[src/rtl/cla_adder_chunked_if.sv]
// Request/response bundle for the chunked carry-lookahead adder.
// master drives operands and out_ready; slave returns result and flags.
interface cla_adder_chunked_if #(
   parameter int WIDTH = 16
);
   logic             in_valid;
   logic             in_ready;
   logic [WIDTH-1:0] a;
   logic [WIDTH-1:0] b;
   logic [1:0]       op;
   logic             c_in;
   logic             out_valid;
   logic             out_ready;
   logic [WIDTH-1:0] sum;
   logic             c_out;
   logic             ovf;
   logic             zero;
   logic             sign;

   modport master (
      output in_valid, a, b, op, c_in, out_ready,
      input  in_ready, out_valid, sum, c_out, ovf, zero, sign
   );

   modport slave (
      input  in_valid, a, b, op, c_in, out_ready,
      output in_ready, out_valid, sum, c_out, ovf, zero, sign
   );
endinterface

[src/rtl/cla_adder_chunked.sv]
// Multi-cycle add/sub: one CHUNK-bit carry-lookahead slice per cycle,
// LSB slice first, slice carry registered between cycles.
module cla_adder_chunked #(
   parameter int WIDTH = 16,
   parameter int CHUNK = 4
) (
   input logic                clk,
   input logic                rst_n,
   cla_adder_chunked_if.slave bus
);
   localparam int NCHUNK = WIDTH / CHUNK;
   localparam int CW = (NCHUNK > 1) ? $clog2(NCHUNK) : 1;
   localparam logic [CW-1:0] LAST = CW'(NCHUNK - 1);

   typedef enum logic [1:0] {
      IDLE,
      RUN,
      DONE
   } state_t;

   state_t state_q;
   state_t state_d;

   logic [WIDTH-1:0] a_q;
   logic [WIDTH-1:0] b_q;
   logic [WIDTH-1:0] acc_q;
   logic [WIDTH-1:0] acc_d;
   logic [WIDTH-1:0] sum_q;
   logic [CW-1:0]    cnt_q;
   logic             carry_q;
   logic             c_out_q;
   logic             ovf_q;
   logic             zero_q;
   logic             sign_q;
   logic [CHUNK-1:0] p;
   logic [CHUNK-1:0] g;
   logic [CHUNK-1:0] s;
   logic [CHUNK:0]   c;
   logic             term;
   logic             cy;
   logic             accept;
   logic             last;
   int               base;

   assign accept = (state_q == IDLE) && bus.in_valid;
   assign last   = (cnt_q == LAST);

   // every carry is a flat sum of products of g, p and the slice carry-in
   always_comb begin
      base  = int'(cnt_q) * CHUNK;
      p     = a_q[base +: CHUNK] ^ b_q[base +: CHUNK];
      g     = a_q[base +: CHUNK] & b_q[base +: CHUNK];
      c     = '0;
      term  = 1'b0;
      cy    = 1'b0;
      c[0]  = carry_q;
      for (int i = 0; i < CHUNK; i++) begin
         term = carry_q;
         for (int k = 0; k <= i; k++) begin
            term = term & p[k];
         end
         cy = term;
         for (int j = 0; j <= i; j++) begin
            term = g[j];
            for (int k = j + 1; k <= i; k++) begin
               term = term & p[k];
            end
            cy = cy | term;
         end
         c[i+1] = cy;
      end
      s     = p ^ c[CHUNK-1:0];
      acc_d = acc_q;
      acc_d[base +: CHUNK] = s;
   end

   always_comb begin
      state_d = state_q;
      unique case (state_q)
         IDLE:    if (bus.in_valid) state_d = RUN;
         RUN:     if (last) state_d = DONE;
         DONE:    if (bus.out_ready) state_d = IDLE;
         default: state_d = IDLE;
      endcase
   end

   always_ff @(posedge clk or negedge rst_n) begin
      if (!rst_n) begin
         state_q <= IDLE;
      end else begin
         state_q <= state_d;
      end
   end

   always_ff @(posedge clk or negedge rst_n) begin
      if (!rst_n) begin
         a_q     <= '0;
         b_q     <= '0;
         acc_q   <= '0;
         sum_q   <= '0;
         cnt_q   <= '0;
         carry_q <= 1'b0;
         c_out_q <= 1'b0;
         ovf_q   <= 1'b0;
         zero_q  <= 1'b0;
         sign_q  <= 1'b0;
      end else if (accept) begin
         a_q     <= bus.a;
         b_q     <= bus.op[1] ? ~bus.b : bus.b;
         // ADD:0  ADC:c_in  SUB:1  SBC:c_in
         carry_q <= bus.op[0] ? bus.c_in : bus.op[1];
         cnt_q   <= '0;
      end else if (state_q == RUN) begin
         acc_q   <= acc_d;
         carry_q <= c[CHUNK];
         cnt_q   <= cnt_q + 1'b1;
         if (last) begin
            sum_q   <= acc_d;
            c_out_q <= c[CHUNK];
            ovf_q   <= c[CHUNK] ^ c[CHUNK-1];
            zero_q  <= (acc_d == '0);
            sign_q  <= acc_d[WIDTH-1];
         end
      end
   end

   assign bus.in_ready  = (state_q == IDLE);
   assign bus.out_valid = (state_q == DONE);
   assign bus.sum       = sum_q;
   assign bus.c_out     = c_out_q;
   assign bus.ovf       = ovf_q;
   assign bus.zero      = zero_q;
   assign bus.sign      = sign_q;
endmodule

[src/flat_wrapper.sv]
// flat-port wrapper written by rule: the top's interface ports become plain ports
module cla_adder_chunked_flat 
#(
   parameter int WIDTH = 16,
   parameter int CHUNK = 4
)
  (clk, rst_n, bus_in_valid, bus_a, bus_b, bus_op, bus_c_in, bus_out_ready, bus_in_ready, bus_out_valid, bus_sum, bus_c_out, bus_ovf, bus_zero, bus_sign);
  cla_adder_chunked_if #(.WIDTH(WIDTH)) bus_i ();
  input logic clk;
  input logic rst_n;
  input wire logic [$bits(bus_i.in_valid)-1:0] bus_in_valid;
  input wire logic [$bits(bus_i.a)-1:0] bus_a;
  input wire logic [$bits(bus_i.b)-1:0] bus_b;
  input wire logic [$bits(bus_i.op)-1:0] bus_op;
  input wire logic [$bits(bus_i.c_in)-1:0] bus_c_in;
  input wire logic [$bits(bus_i.out_ready)-1:0] bus_out_ready;
  output wire logic [$bits(bus_i.in_ready)-1:0] bus_in_ready;
  output wire logic [$bits(bus_i.out_valid)-1:0] bus_out_valid;
  output wire logic [$bits(bus_i.sum)-1:0] bus_sum;
  output wire logic [$bits(bus_i.c_out)-1:0] bus_c_out;
  output wire logic [$bits(bus_i.ovf)-1:0] bus_ovf;
  output wire logic [$bits(bus_i.zero)-1:0] bus_zero;
  output wire logic [$bits(bus_i.sign)-1:0] bus_sign;
  assign bus_i.in_valid = bus_in_valid;
  assign bus_i.a = bus_a;
  assign bus_i.b = bus_b;
  assign bus_i.op = bus_op;
  assign bus_i.c_in = bus_c_in;
  assign bus_i.out_ready = bus_out_ready;
  assign bus_in_ready = bus_i.in_ready;
  assign bus_out_valid = bus_i.out_valid;
  assign bus_sum = bus_i.sum;
  assign bus_c_out = bus_i.c_out;
  assign bus_ovf = bus_i.ovf;
  assign bus_zero = bus_i.zero;
  assign bus_sign = bus_i.sign;
  cla_adder_chunked #(.WIDTH(WIDTH), .CHUNK(CHUNK)) u_core (.clk(clk), .rst_n(rst_n), .bus(bus_i));
endmodule
[config.mk]
export PLATFORM = sky130hd
export DESIGN_NAME = cla_adder_chunked_flat
export DESIGN_NICKNAME = d
export VERILOG_FILES = /design/src/rtl/cla_adder_chunked_if.sv /design/src/rtl/cla_adder_chunked.sv /design/src/flat_wrapper.sv
export SDC_FILE = /design/constraint.sdc
export NUM_CORES = 1
export LEC_CHECK = 0
export BUFFER_PORTS_ARGS = -buffer_cell sky130_fd_sc_hd__buf_4
export CAP_MARGIN = 10
export CORE_ASPECT_RATIO = 0.7
export CORE_MARGIN = 1.5
export CORE_UTILIZATION = 55
export CTS_CLUSTER_SIZE = 14
export DETAILED_ROUTE_END_ITERATION = 6
export GPL_ROUTABILITY_DRIVEN = 1
export PLACE_DENSITY = 0.8
export SYNTH_ARGS = -nofsm -noshare
export SYNTH_HDL_FRONTEND = slang
export SYNTH_SLANG_ARGS = --single-unit
[constraint.sdc]
create_clock -name clk -period 5.25 [get_ports clk]
set_input_delay 0.2625 -clock clk [delete_from_list [all_inputs] [get_ports clk]]
set_output_delay 0.2625 -clock clk [all_outputs]
set_load 0.05 [all_outputs]
# Word level (Yosys, flattened, before mapping)
# Index checks and enable logic that the tools add are counted.
# W data, S select, Z words.
# totals
ff_bits	73
latchBits	0
ramBits	0
romBits	0
input_bits	39
elab_cells	67
memories	0
# op_classes
add_sub_neg	2
mul	0
div	0
magnitude_cmp	0
eq_ne	6
n_shift	4
mux	11
bitwise	26
reduce_logical	7
# ops
cell	n
$neg A4 Y33	1
$shift A4 B33 Y16 const A	1
$shiftx A4 B33 Y16	1
$shiftx A16 B5 Y4	2
$bwmux W16	1
$logic_not A16 Y1	1
$mux W16	1
$not A16 Y16	1
$and A1 B1 Y1	10
$mux W2	5
$or A1 B1 Y1	10
$xor A4 B4 Y4	2
$pmux W2 S3	1
$reduce_and A3 Y1	2
$and A4 B4 Y4	1
$eq A2 B2 Y1 const B	2
$ne A2 B2 Y1 const B	2
$mux W1	3
$add A2 B1 Y2 const B	1
$eq A2 B1 Y1 const B	1
$logic_not A2 Y1	1
$ne A2 B1 Y1 const B	1
$reduce_and A2 Y1	1
$reduce_bool A2 Y1	1
other kinds (3)	3

# Logic depth before layout (Yosys ltp)
# Gate-level depths: netlist (run 1).
# depth
depth_word	12
depth_mapped	10

# Least setup slack after synthesis (run 1)
# No wires, ideal clock.
# synth_path
kind	reg2reg
from	register u_core.cnt_q[0]
to	register u_core.zero_q, in the netlist u_core.bus.zero
setup_ns	0.104
arrival_ns	3.157
setup_slack_ns	1.989
path_stages_with_launch	11
path_buffers	2
cell_sequence	dfrtp_1 > buf_2 > mux4_2 > ha_1 > ha_1 > o211a_1 > or3_1 > buf_4 > xor2_4 > a22o_1 > o41ai_2
# synth_via
elab_chain_len	12
elab_cells_between_ends	24
classes_between	1 x add/sub; 1 x eq/ne; 4 x shift; 1 x mux; 15 x bitwise; 2 x reduce/logical
# synth_rtl
element	line	source
start, declared	cla_adder_chunked.sv:29	logic [CW-1:0] cnt_q;
start signal, assigned	cla_adder_chunked.sv:116	cnt_q <= cnt_q + 1'b1;
$shiftx A16 B5 Y4	cla_adder_chunked.sv:51, cla_adder_chunked.sv:52	
$xor A4 B4 Y4	cla_adder_chunked.sv:51	p = a_q[base +: CHUNK] ^ b_q[base +: CHUNK];
$and A1 B1 Y1 (3 in series)	cla_adder_chunked.sv:60	term = term & p[k];
$or A1 B1 Y1 (3 in series)	cla_adder_chunked.sv:68	cy = cy | term;
$xor A4 B4 Y4	cla_adder_chunked.sv:72	s = p ^ c[CHUNK-1:0];
$shiftx A4 B33 Y16	cla_adder_chunked.sv:74	acc_d[base +: CHUNK] = s;
$bwmux W16	cla_adder_chunked.sv:74	
$logic_not A16 Y1	cla_adder_chunked.sv:121	zero_q <= (acc_d == '0);
end signal, assigned	cla_adder_chunked.sv:121	
end, declared	cla_adder_chunked.sv:33	logic zero_q;
# Parallel ways exist; a longest one is shown, timed or not.
# A chain may end at the register's enable or synchronous reset.

# Worst setup path in the final report (run 1)
# Ends and elaborated chain as after synthesis.

==> Implementation_results.wiki, run 1 <==
{| class="wikitable"
! Metric !! Value
|-
| Run status || completed
|-
| CTS Sinks || between 70 and 80
|-
| Antenna violation net count after detailed routing || 0
|-
| Class of the most critical hold timing path || primary input to asynchronous set/reset pin
|-
| Number of iterations in the first detailed-routing pass || 5
|-
| Crit path max fanout || 18
|-
| Max H-tree Level || 3
|-
| Endpoints failing setup || 0
|-
| Vias post-DR || 2,791
|-
| Category of the critical setup timing path || flip-flop to flip-flop
|-
| Top_reg_cell synth || sky130_fd_sc_hd__dfrtp_1
|-
| Total leakage power || 2.07 nW
|-
| Count of unique library cells instantiated by Yosys || 43
|-
| Setup tns final || 0 ns
|-
| Fraction of final layout cells with drive strength greater than 1 || 0.222
|-
| Flop and latch count out of synthesis || just over 70
|-
| Worst setup endpoint || u_core.bus.zero
|-
| Initial cell density of the core || 0.571
|-
| Avg WL per Cell || 15.4 µm
|-
| GR Util met1 || 0.350
|-
| Final hold violation count || 0
|-
| Max-slew violation count || 0
|-
| Largest stage delay on the critical path || between 0.8 and 0.9 ns
|-
| Share of synthesized flip-flops with an asynchronous set or reset || 1.00
|-
| Gate Count Post-Synth || 356
|-
| Power density over the cells || 742 mW/mm²
|-
| Worst Path Required || 5.50 ns
|-
| Die width || between 90 and 100 µm
|-
| Pin count of the biggest net entering global routing || 73
|-
| Clock-pin slew reported for the worst setup and hold paths after clock tree synthesis || 0.08 ns
|-
| Endpoint of the most critical register-to-register path || u_core.bus.zero
|-
| GR Util met3 || 0.0692
|-
| Slew at the pin with the worst max-slew slack || approximately 1.1 ns
|-
| Via count of the first global-routing pass || roughly 2,900
|-
| Final weighted congestion of routability-driven global placement || roughly 0.87
|-
| Clock tree from TritonCTS || built
|-
| Data arrival, critical path || 3.89 ns
|-
| Clk_lat worst skew || about 0.35 ns
|-
| TritonCTS Buffers || 9
|-
| Setup Skew || between 0.01 and 0.015 ns
|-
| WL final || about 7600 µm
|-
| Busiest metal layer after global routing || met2
|-
| Std-Cell Rows || 24
|-
| DRC violation count after routing || 0
|-
| Synth-to-layout area growth || 20.7%
|-
| Hold-fix buffer count after cts || 0
|-
| Setup repair after global routing missed its margin || false
|-
| CP Launch Point || u_core.cnt_q[0]
|-
| Synthesis warning total || 0
|-
| Clock root cell || sky130_fd_sc_hd__clkbuf_8
|-
| Cells along the critical path || mux4_2, ha_1, ha_1, o211a_1, or3_1, xor2_4, a22o_1, o41ai_2
|-
| Cell type group with the largest total delay on the critical path || compound AO/OA/AOI/OAI gates
|-
| Die boundary height || ~70 µm
|-
| Post-synthesis cell area || between 0.003 and 0.004 mm²
|-
| Count of cells resized by post-cts repair || 0
|-
| Worst Path Buf+Inv || 0
|-
| Detailed placement HPWL || ~5400 µm
|-
| Startpoint type of the worst setup path || flip-flop
|-
| Post-DP Area || 0.00408 mm²
|-
| IR Drop Worst-Case VDD || just under 0.4 mV
|-
| Global-route total usage across every layer || 0.249
|-
| Number of enable flip-flop cells after synthesis || 0
|-
| Slowest cell on the critical path || sky130_fd_sc_hd__dfrtp_1
|-
| Global-route wire length before repair || around 14,000 µm
|-
| Highest-count cells in the layout ignoring fill and taps || sky130_fd_sc_hd__nand2_1 (95), sky130_fd_sc_hd__dfrtp_1 (72), sky130_fd_sc_hd__buf_4 (64)
|-
| Origin of the critical flop-to-flop path || u_core.cnt_q[0]
|-
| Maximum capacitance violations || 0
|-
| Met2 global-route usage || 0.377
|-
| Most common cell after layout, fill and taps aside || sky130_fd_sc_hd__nand2_1
|-
| Floorplan core area || 0.00628 mm²
|-
| Number of placed I/O pins || between 60 and 70
|-
| R2R depth || 8
|-
| Final clock period utilization by the worst path || 0.694
|-
| Number of buffers added for setup after CTS || 0
|-
| Worst R2R Setup Slack || 1.61 ns
|-
| Most common cell on crit path || sky130_fd_sc_hd__ha_1
|-
| Number of buffers on the longest clock path || 2
|-
| Max transition margin || 0.280
|-
| Syn_area_per_cell || ~10 µm²
|-
| Max Clock Freq || ~0.27 GHz
|-
| Post-Syn Nets || slightly above 400
|-
| Instance count on the critical path || 8
|-
| Port Buffers || 60
|-
| Total gr overflow || 0
|-
| Vias per cell || 5.66
|-
| Nets || about 460
|-
| Antenna Diode Count || 0
|-
| Starting DRC count in detailed routing || 205
|-
| Sequential cell area fraction in the yosys report || 0.502
|-
| Final design area excluding fillers || around 0.0043 mm²
|-
| Category of the worst setup path capture point || flip-flop
|-
| Antenna violations before repair || 0
|-
| Final critical path time including I/O delays and setup || 3.64 ns
|-
| Die outline area || roughly 0.0070 mm²
|}
==> how the worst min path moves through the flow <==
stage / start / endpoint / cells after the start
after CTS: rst_n / u_core.a_q[15] / 1
after global routing: bus_a[11] / u_core.a_q[11] / 3
final: rst_n / u_core.a_q[3] / 1
after global placement: rst_n / u_core.state_q[1] / 1
after detailed placement: rst_n / u_core.state_q[1] / 1
after floorplan: rst_n / u_core.a_q[0] / 0
==> cell type report <==
type / count / area (µm²)
clock buffer: 11 / 151
sequential: 72 / 1800
timing repair buffer: 64 / 480
multi-input combinational: 252 / 1650
tap: 78 / 97.6
fill: 497 / 1950
clock inverter: 5 / 103
inverter: 11 / 41.3
==> per-layer routing <==
metal  part of all wire  vias to the layer above
met4              0.012                        0
met2               0.46                       95
li1                   -                     1335
met1               0.46                     1350
met5                  0                        -
met3              0.069                       11
==> sequential cells by signal, summed over array words and instances (netlist names) <==
name,flops
u_core.a_q,16
u_core.acc_q,16
u_core.b_q,16
u_core.bus.c_out,1
u_core.bus.ovf,1
u_core.bus.sum,16
u_core.bus.zero,1
u_core.carry_q,1
u_core.cnt_q,2
u_core.state_q,2
==> cells by family after synthesis <==
family,Yosys count,share of synthesized area
simple gates,126,0.152
compound gates,82,0.149
flops,72,0.502
buf+inv,32,0.0363
xor+xnor,19,0.0516
mux,13,0.0649
fa+ha+maj,12,0.0440
==> synthesized netlist by cell type (3+ instances only) <==
| cell type | instances | area [µm²] |
|---|---|---|
| sky130_fd_sc_hd__a21oi_1 | 7 | 35.0 |
| sky130_fd_sc_hd__a22o_1 | 6 | 52.6 |
| sky130_fd_sc_hd__a22oi_1 | 8 | 60.1 |
| sky130_fd_sc_hd__a32o_1 | 8 | 80.1 |
| sky130_fd_sc_hd__and2_1 | 3 | 18.8 |
| sky130_fd_sc_hd__clkbuf_1 | 16 | 60.1 |
| sky130_fd_sc_hd__dfrtp_1 | 72 | 1800 |
| sky130_fd_sc_hd__ha_1 | 11 | 138 |
| sky130_fd_sc_hd__inv_1 | 11 | 41.3 |
| sky130_fd_sc_hd__mux2i_1 | 3 | 30.0 |
| sky130_fd_sc_hd__mux4_2 | 8 | 180 |
| sky130_fd_sc_hd__nand2_1 | 95 | 357 |
| sky130_fd_sc_hd__nand2b_1 | 3 | 18.8 |
| sky130_fd_sc_hd__nor2_1 | 8 | 30.0 |
| sky130_fd_sc_hd__nor2b_1 | 5 | 31.3 |
| sky130_fd_sc_hd__nor4_1 | 3 | 18.8 |
| sky130_fd_sc_hd__o21ai_0 | 38 | 190 |
| sky130_fd_sc_hd__o21ai_1 | 4 | 20.0 |
| sky130_fd_sc_hd__xnor2_1 | 18 | 158 |
==> stage by stage <==
stage          utilization  std cells  power, mW  setup slack [ns]  hold slack (ns)
5_1_grt              0.690        493       3.46              1.37           0.0914
6_report             0.690        493       3.21              1.61           0.0265
3_3_place_gp         0.649        477       2.59              1.72            0.439
4_1_cts              0.690        493       3.21              1.57           0.0637
2_1_floorplan            -        356       2.18              1.99          -0.0331
3_5_place_dp         0.649        477       2.66              1.62            0.444
==> report_power, final <==
| group | internal (mW) | leakage, nW | total, mW | switching (mW) |
|---|---|---|---|---|
| logic | 0.622 | 1.01 | 1.72 | 1.10 |
| clock network | 0.341 | 0.126 | 0.545 | 0.205 |
| registers | 0.776 | 0.938 | 0.951 | 0.174 |
| total | 1.74 | 2.07 | 3.21 | 1.47 |
Power figures use the tool's default switching activity.
==> run 2, diff against run 1 <==
- CORE_UTILIZATION: 55 -> 51
- PLACE_DENSITY: 0.8 -> 0.78
- clock period: 5.25 -> 3 ns (I/O delays scaled with it)
==> Implementation_results.wiki, run 2 (synthesis results as in run 1) <==
{| class="wikitable"
! Metric !! Value
|-
| Run status || completed
|-
| Worst Path Required || around 3.2 ns
|-
| Setup repair after global routing missed its margin || false
|-
| Die width || 103 µm
|-
| Clock root cell || sky130_fd_sc_hd__clkbuf_8
|-
| GR Util met1 || 0.360
|-
| Nets || just under 500
|-
| Max Clock Freq || ~0.34 GHz
|-
| Number of non-filler instances in the completed layout || 530
|-
| Starting DRC count in detailed routing || 248
|-
| Std-Cell Rows || 25
|-
| Most common cell after layout, fill and taps aside || sky130_fd_sc_hd__nand2_1
|-
| Total of fill cells in the finished design || roughly 530
|-
| Synth-to-layout area growth || 26.8%
|-
| Global-route total usage across every layer || 0.247
|-
| Vias per cell || ~5.5
|-
| Total gr overflow || 0
|-
| Number of buffers on the longest clock path || 2
|-
| Endpoints failing setup || 0
|-
| IR Drop Worst-Case VDD || 0.842 mV
|-
| Final clock period utilization by the worst path || 0.991
|-
| TritonCTS Buffers || 9
|-
| Clock tree from TritonCTS || built
|-
| Die boundary height || 73.2 µm
|-
| Port Buffers || 60
|-
| Highest-count cells in the layout ignoring fill and taps || sky130_fd_sc_hd__nand2_1 (95), sky130_fd_sc_hd__dfrtp_1 (71), sky130_fd_sc_hd__buf_4 (70)
|-
| Clock-pin slew reported for the worst setup and hold paths after clock tree synthesis || about 0.080 ns
|-
| Data arrival, critical path || between 3 and 4 ns
|-
| Via count of the first global-routing pass || 2,753
|-
| Number of iterations in the first detailed-routing pass || 5
|-
| Avg WL per Cell || ~16 µm
|-
| Max H-tree Level || 3
|-
| Floorplan core area || between 0.006 and 0.007 mm²
|-
| Detailed placement HPWL || 5790 µm
|-
| Initial cell density of the core || 0.528
|-
| Pin count of the biggest net entering global routing || 73
|-
| Maximum capacitance violations || 0
|-
| Startpoint type of the worst setup path || flip-flop
|-
| Antenna violation net count after detailed routing || 0
|-
| Clk_lat worst skew || approximately 0.36 ns
|-
| Met2 global-route usage || 0.349
|-
| Class of the most critical hold timing path || primary input to flip-flop
|-
| Antenna Diode Count || 0
|-
| Global-route wire length before repair || between 10,000 and 15,000 µm
|-
| Setup tns final || 0 ns
|-
| Category of the worst setup path capture point || flip-flop
|-
| Slew at the pin with the worst max-slew slack || between 0.8 and 0.9 ns
|-
| Busiest metal layer after global routing || met1
|-
| Category of the critical setup timing path || flip-flop to flip-flop
|-
| GR Util met3 || 0.0728
|-
| CTS Sinks || a little over 70
|-
| Power density over the cells || approximately 1300 mW/mm²
|-
| Setup Skew || 0.0100 ns
|-
| Fraction of final layout cells with drive strength greater than 1 || 0.234
|-
| Total leakage power || 2.15 nW
|-
| WL final || 8400 µm
|-
| Max-slew violation count || 0
|-
| Final hold violation count || 0
|-
| Antenna violations before repair || 0
|-
| Max transition margin || 0.407
|-
| Crit path max fanout || 4
|-
| Vias post-DR || roughly 2,900
|-
| Die outline area || ~0.0076 mm²
|-
| Final critical path time including I/O delays and setup || 2.97 ns
|-
| Number of placed I/O pins || 61
|-
| Area occupied by registers || between 0.0015 and 0.002 mm²
|-
| DRC violation count after routing || 0
|-
| Cell count after placement || 500
|-
| Final weighted congestion of routability-driven global placement || approximately 0.87
|-
| Area used by multi-input combinational logic || around 0.0017 mm²
|}
-- run 2: cell types whose count changed in the layout (fill, tap and decap cells not counted) --
cell and change:
sky130_fd_sc_hd__or3_1 -1, sky130_fd_sc_hd__or3_4 +1, sky130_fd_sc_hd__ha_2 +1, sky130_fd_sc_hd__buf_6 +1, sky130_fd_sc_hd__ha_4 +1, sky130_fd_sc_hd__ha_1 -2, sky130_fd_sc_hd__dlygate4sd3_1 +14, sky130_fd_sc_hd__clkbuf_8 -2
sky130_fd_sc_hd__dfrtp_2 +1, sky130_fd_sc_hd__dfrtp_1 -1, sky130_fd_sc_hd__buf_4 +6, sky130_fd_sc_hd__clkinv_2 +1, sky130_fd_sc_hd__clkbuf_1 +1
-- run 2: cell type report --
class	instances	share of cell area
Multi-Input combinational cell	252	0.368
Timing Repair Buffer	85	0.149
Sequential cell	72	0.396
Tap cell	94	0.0259
Inverter	11	0.00908
Clock buffer	10	0.0281
Clock inverter	6	0.0237
-- run 2: worst max-delay path, cell delays in order (launching register included) --
cell	delay, ns
sky130_fd_sc_hd__dfrtp_2	0.42
sky130_fd_sc_hd__mux4_2	0.57
sky130_fd_sc_hd__ha_4	0.26
sky130_fd_sc_hd__ha_2	0.16
sky130_fd_sc_hd__o211a_1	0.24
sky130_fd_sc_hd__or3_4	0.44
sky130_fd_sc_hd__xnor2_1	0.24
sky130_fd_sc_hd__o21ai_0	0.16
sky130_fd_sc_hd__o41ai_2	0.37
-- run 2: path summary, 6_finish.rpt --
path                                   endpoint            start  slack [ns]  cells past startpoint
min in group asynchronous        u_core.b_q[11]            rst_n        0.47                      2
worst max-delay path            u_core.bus.zero  u_core.cnt_q[0]        0.03                      8
max in group asynchronous       u_core.cnt_q[0]            rst_n        1.92                      2
worst min register to register   u_core.b_q[15]   u_core.b_q[15]        0.48                      2
worst min-delay path              u_core.a_q[0]         bus_a[0]       0.009                      3
worst max register to register  u_core.bus.zero  u_core.cnt_q[0]        0.03                      8
-- run 2: through the flow --
stage          hold slack [ns]  total power [mW]  utilization  setup WS, ns  instance area, µm²
2_1_floorplan           -0.146              3.87            -        0.0841                3620
4_1_cts                0.00153              5.81        0.669        0.0810                4540
3_5_place_dp             0.337              4.84        0.613      0.000442                4160
3_3_place_gp             0.327              4.76        0.613         0.148                4160
6_report               0.00862              5.86        0.670        0.0258                4550
5_1_grt                 0.0167              6.21        0.670       0.00191                4550
-- run 2: metal layers --
metal	up-vias	wire, µm
met5	-	0
met4	0	142
met3	19	572
met2	109	3700
met1	1384	3980
li1	1381	-
-- run 2: where the power goes --
part,internal (mW),total (mW),switching [mW]
Clock,0.549,0.909,0.359
Combinational,1.27,3.32,2.05
Sequential,1.36,1.63,0.267
Total,3.18,5.86,2.68
-- run 2: what timing repair did --
action / in CTS / in global routing
setup endpoints to repair: 1 / 1
resized for setup: 1 / 1
pin swaps: 0 / 0
setup buffers: 0 / 0
hold buffers: 14 / 0
endpoints found under the hold margin: 85 / 0
==> run 3, diff against run 2 <==
- ABC_AREA: not set -> 1
==> Implementation_results.wiki, run 3 <==
{| class="wikitable"
! Metric !! Value
|-
| Run status || completed
|-
| Worst R2R Setup Slack || approximately 0.14 ns
|-
| Cells along the critical path || inv_6, nand2_1, a32oi_1, inv_1, fa_1, nor2_1, nand3_1, nand2_1, nor2_1, nand2_1, nor2_1, nand3_1, nor2_1, nand3_1, nand2_1
|-
| Vias per cell || about 5.1
|-
| Final weighted congestion of routability-driven global placement || a little under 1
|-
| Global-route total usage across every layer || 0.233
|-
| Slowest cell on the critical path || sky130_fd_sc_hd__dfrtp_1
|-
| Clock-pin slew reported for the worst setup and hold paths after clock tree synthesis || ~0.07 ns
|-
| Gate Count Post-Synth || approximately 450
|-
| CTS Sinks || 72
|-
| Class of the most critical hold timing path || primary input to flip-flop
|-
| Die outline area || about 0.0077 mm²
|-
| Pin count of the biggest net entering global routing || 73
|-
| Data arrival, critical path || ~3.1 ns
|-
| Slew at the pin with the worst max-slew slack || 0.894 ns
|-
| Max transition margin || 0.404
|-
| Synth-to-layout area growth || 24.4%
|-
| Antenna violations before repair || 0
|-
| Max H-tree Level || 3
|-
| Sequential cell area fraction in the yosys report || 0.492
|-
| Antenna violation net count after detailed routing || 0
|-
| Synthesis warning total || 0
|-
| Max Clock Freq || between 0.3 and 0.4 GHz
|-
| Number of placed I/O pins || approximately 60
|-
| Category of the critical setup timing path || flip-flop to flip-flop
|-
| Final clock period utilization by the worst path || 0.953
|-
| Final hold violation count || 0
|-
| DRC violation count after routing || 0
|-
| Clk_lat worst skew || ~0.34 ns
|-
| Total leakage power || around 2.3 nW
|-
| Crit path max fanout || 20
|-
| Power density over the cells || 1230 mW/mm²
|-
| Setup Skew || 0.00971 ns
|-
| Clock tree from TritonCTS || built
|-
| Port Buffers || 60
|-
| Starting DRC count in detailed routing || about 260
|-
| Worst min-delay path startpoint || bus_a[9]
|-
| Setup tns final || 0 ns
|-
| Number of iterations in the first detailed-routing pass || 5
|-
| Top cells by instance count after synthesis || sky130_fd_sc_hd__nand2_1 (159), sky130_fd_sc_hd__dfrtp_1 (72), sky130_fd_sc_hd__o21ai_0 (50)
|-
| Vias post-DR || roughly 3,200
|-
| Flop and latch count out of synthesis || 72
|-
| R2R depth || 15
|-
| Syn_area_per_cell || 8.08 µm²
|-
| Total of fill cells in the finished design || between 500 and 600
|-
| Detailed placement HPWL || 5800 µm
|-
| Origin of the critical flop-to-flop path || u_core.cnt_q[0]
|-
| Final design area excluding fillers || between 0.004 and 0.005 mm²
|-
| Biggest area contributors in the synthesized netlist || sky130_fd_sc_hd__dfrtp_1 (49%), sky130_fd_sc_hd__nand2_1 (16%), sky130_fd_sc_hd__o21ai_0 (6.8%), sky130_fd_sc_hd__inv_1 (3.9%), sky130_fd_sc_hd__xnor2_1 (3.8%)
|-
| Total gr overflow || 0
|-
| Std-Cell Rows || 25
|-
| Antenna Diode Count || 0
|-
| Post-Syn Nets || between 500 and 600
|-
| Global-route wire length before repair || 13,900 µm
|-
| Cell type with the highest aggregate area in the netlist || sky130_fd_sc_hd__dfrtp_1
|-
| Share of synthesized flip-flops with an asynchronous set or reset || 1.00
|-
| Top_reg_cell synth || sky130_fd_sc_hd__dfrtp_1
|-
| Avg WL per Cell || 13.5 µm
|-
| Die boundary height || 73.9 µm
|-
| WL final || approximately 8400 µm
|-
| Floorplan core area || a little under 0.007 mm²
|-
| Category of the worst setup path capture point || flip-flop
|-
| Endpoint of the most critical register-to-register path || u_core.bus.zero
|-
| Synth top area share || 0.492
|-
| Startpoint type of the worst setup path || flip-flop
|-
| Maximum capacitance violations || 0
|-
| Final critical-path setup slack || between 0.1 and 0.15 ns
|-
| Via count of the first global-routing pass || around 2,900
|-
| Final critical path time including I/O delays and setup || approximately 2.9 ns
|-
| Largest stage delay on the critical path || about 0.57 ns
|-
| Number of buffers on the longest clock path || 2
|-
| Place WS || about 0.20 ns
|-
| Die width || 104 µm
|-
| Fraction of final layout cells with drive strength greater than 1 || 0.173
|-
| Nets || about 570
|-
| Most repeated cell in the gate-level netlist after synthesis || sky130_fd_sc_hd__nand2_1
|-
| Post-DP Area || 0.00415 mm²
|-
| Clock root cell || sky130_fd_sc_hd__clkbuf_8
|-
| Count of unique library cells instantiated by Yosys || 30
|-
| TritonCTS Buffers || 9
|-
| Highest-count cells in the layout ignoring fill and taps || sky130_fd_sc_hd__nand2_1 (159), sky130_fd_sc_hd__dfrtp_1 (71), sky130_fd_sc_hd__buf_4 (66)
|-
| Cell depth of the worst hold path || 3
|-
| Most common cell after layout, fill and taps aside || sky130_fd_sc_hd__nand2_1
|-
| Post-synthesis cell area || between 0.003 and 0.004 mm²
|-
| Worst min-delay path endpoint || u_core.a_q[9]
|-
| Max-slew violation count || 0
|-
| Initial cell density of the core || 0.534
|-
| Endpoints failing setup || 0
|-
| Worst Path Required || ~3.3 ns
|-
| IR Drop Worst-Case VDD || ~0.75 mV
|-
| Number of enable flip-flop cells after synthesis || 0
|}
run 3: critical path: cells and delay by family, from the launching register on:
kind | cells | cell delay, ns
AND/OR/NAND/NOR | 11 | 1.09
buffers and inverters | 2 | 0.35
adder cells (fa/ha/maj) | 1 | 0.51
flip-flops | 1 | 0.57
AO/OA/AOI/OAI | 1 | 0.30
run 3: kinds of logic after synthesis:
logic type                 synth area share
AOI/OAI and AO/OA                     0.121
xor gates and xnor gates             0.0383
buffers and inverters                0.0670
DFF                                   0.492
and+or+nand+nor                       0.238
adders and majority gates            0.0431
run 3: repair_timing:
action,4_1_cts,5_1_grt
resized for setup,0,3
buffers inserted,0,4
hold buffers,12,0
endpoints found under the hold margin,83,0
endpoints found under the setup margin,0,1
run 3: routing by layer:
layer / routed length [µm] / global-route usage / up-vias
met5: 0 / 0 / -
met4: 153 / 0.0818 / 0
met3: 677 / 0.0559 / 16
met2: 3370 / 0.325 / 130
met1: 4160 / 0.353 / 1419
li1: - / - / 1588
run 3: worst max-delay path by stage:
stage                     from              end  depth (start not counted)
6_report       u_core.cnt_q[0]  u_core.bus.zero                         15
5_1_grt        u_core.cnt_q[0]  u_core.bus.zero                         14
4_1_cts        u_core.cnt_q[1]  u_core.bus.zero                         15
3_5_place_dp   u_core.cnt_q[1]  u_core.bus.zero                         15
3_3_place_gp   u_core.cnt_q[1]  u_core.bus.zero                         15
2_1_floorplan  u_core.cnt_q[0]  u_core.bus.zero                         16
run 3: final cells by class:
cell class | instances | area, µm² | area share
Inverter | 40 | 159 | 0.0349
Multi-Input combinational cell | 321 | 1610 | 0.354
Clock inverter | 6 | 116 | 0.0256
Clock buffer | 10 | 128 | 0.0280
Tap cell | 94 | 118 | 0.0258
Sequential cell | 72 | 1800 | 0.396
Timing Repair Buffer | 78 | 616 | 0.135
run 3: where the power goes:
group / leakage (nW) / switching (mW) / total, mW / internal (mW)
registers: 0.914 / 0.312 / 1.71 / 1.40
logic: 1.26 / 1.99 / 2.96 / 0.963
clock network: 0.121 / 0.380 / 0.939 / 0.559
run 3: stage by stage:
stage           util  total power, mW  hold WS, ns  cells
2_1_floorplan      -             3.83       -0.146    453
3_3_place_gp   0.606             4.50        0.332    589
3_5_place_dp   0.606             4.57        0.337    589
4_1_cts        0.659             5.54      0.00539    617
5_1_grt        0.664             6.07       0.0201    621
6_report       0.664             5.60      0.00988    621
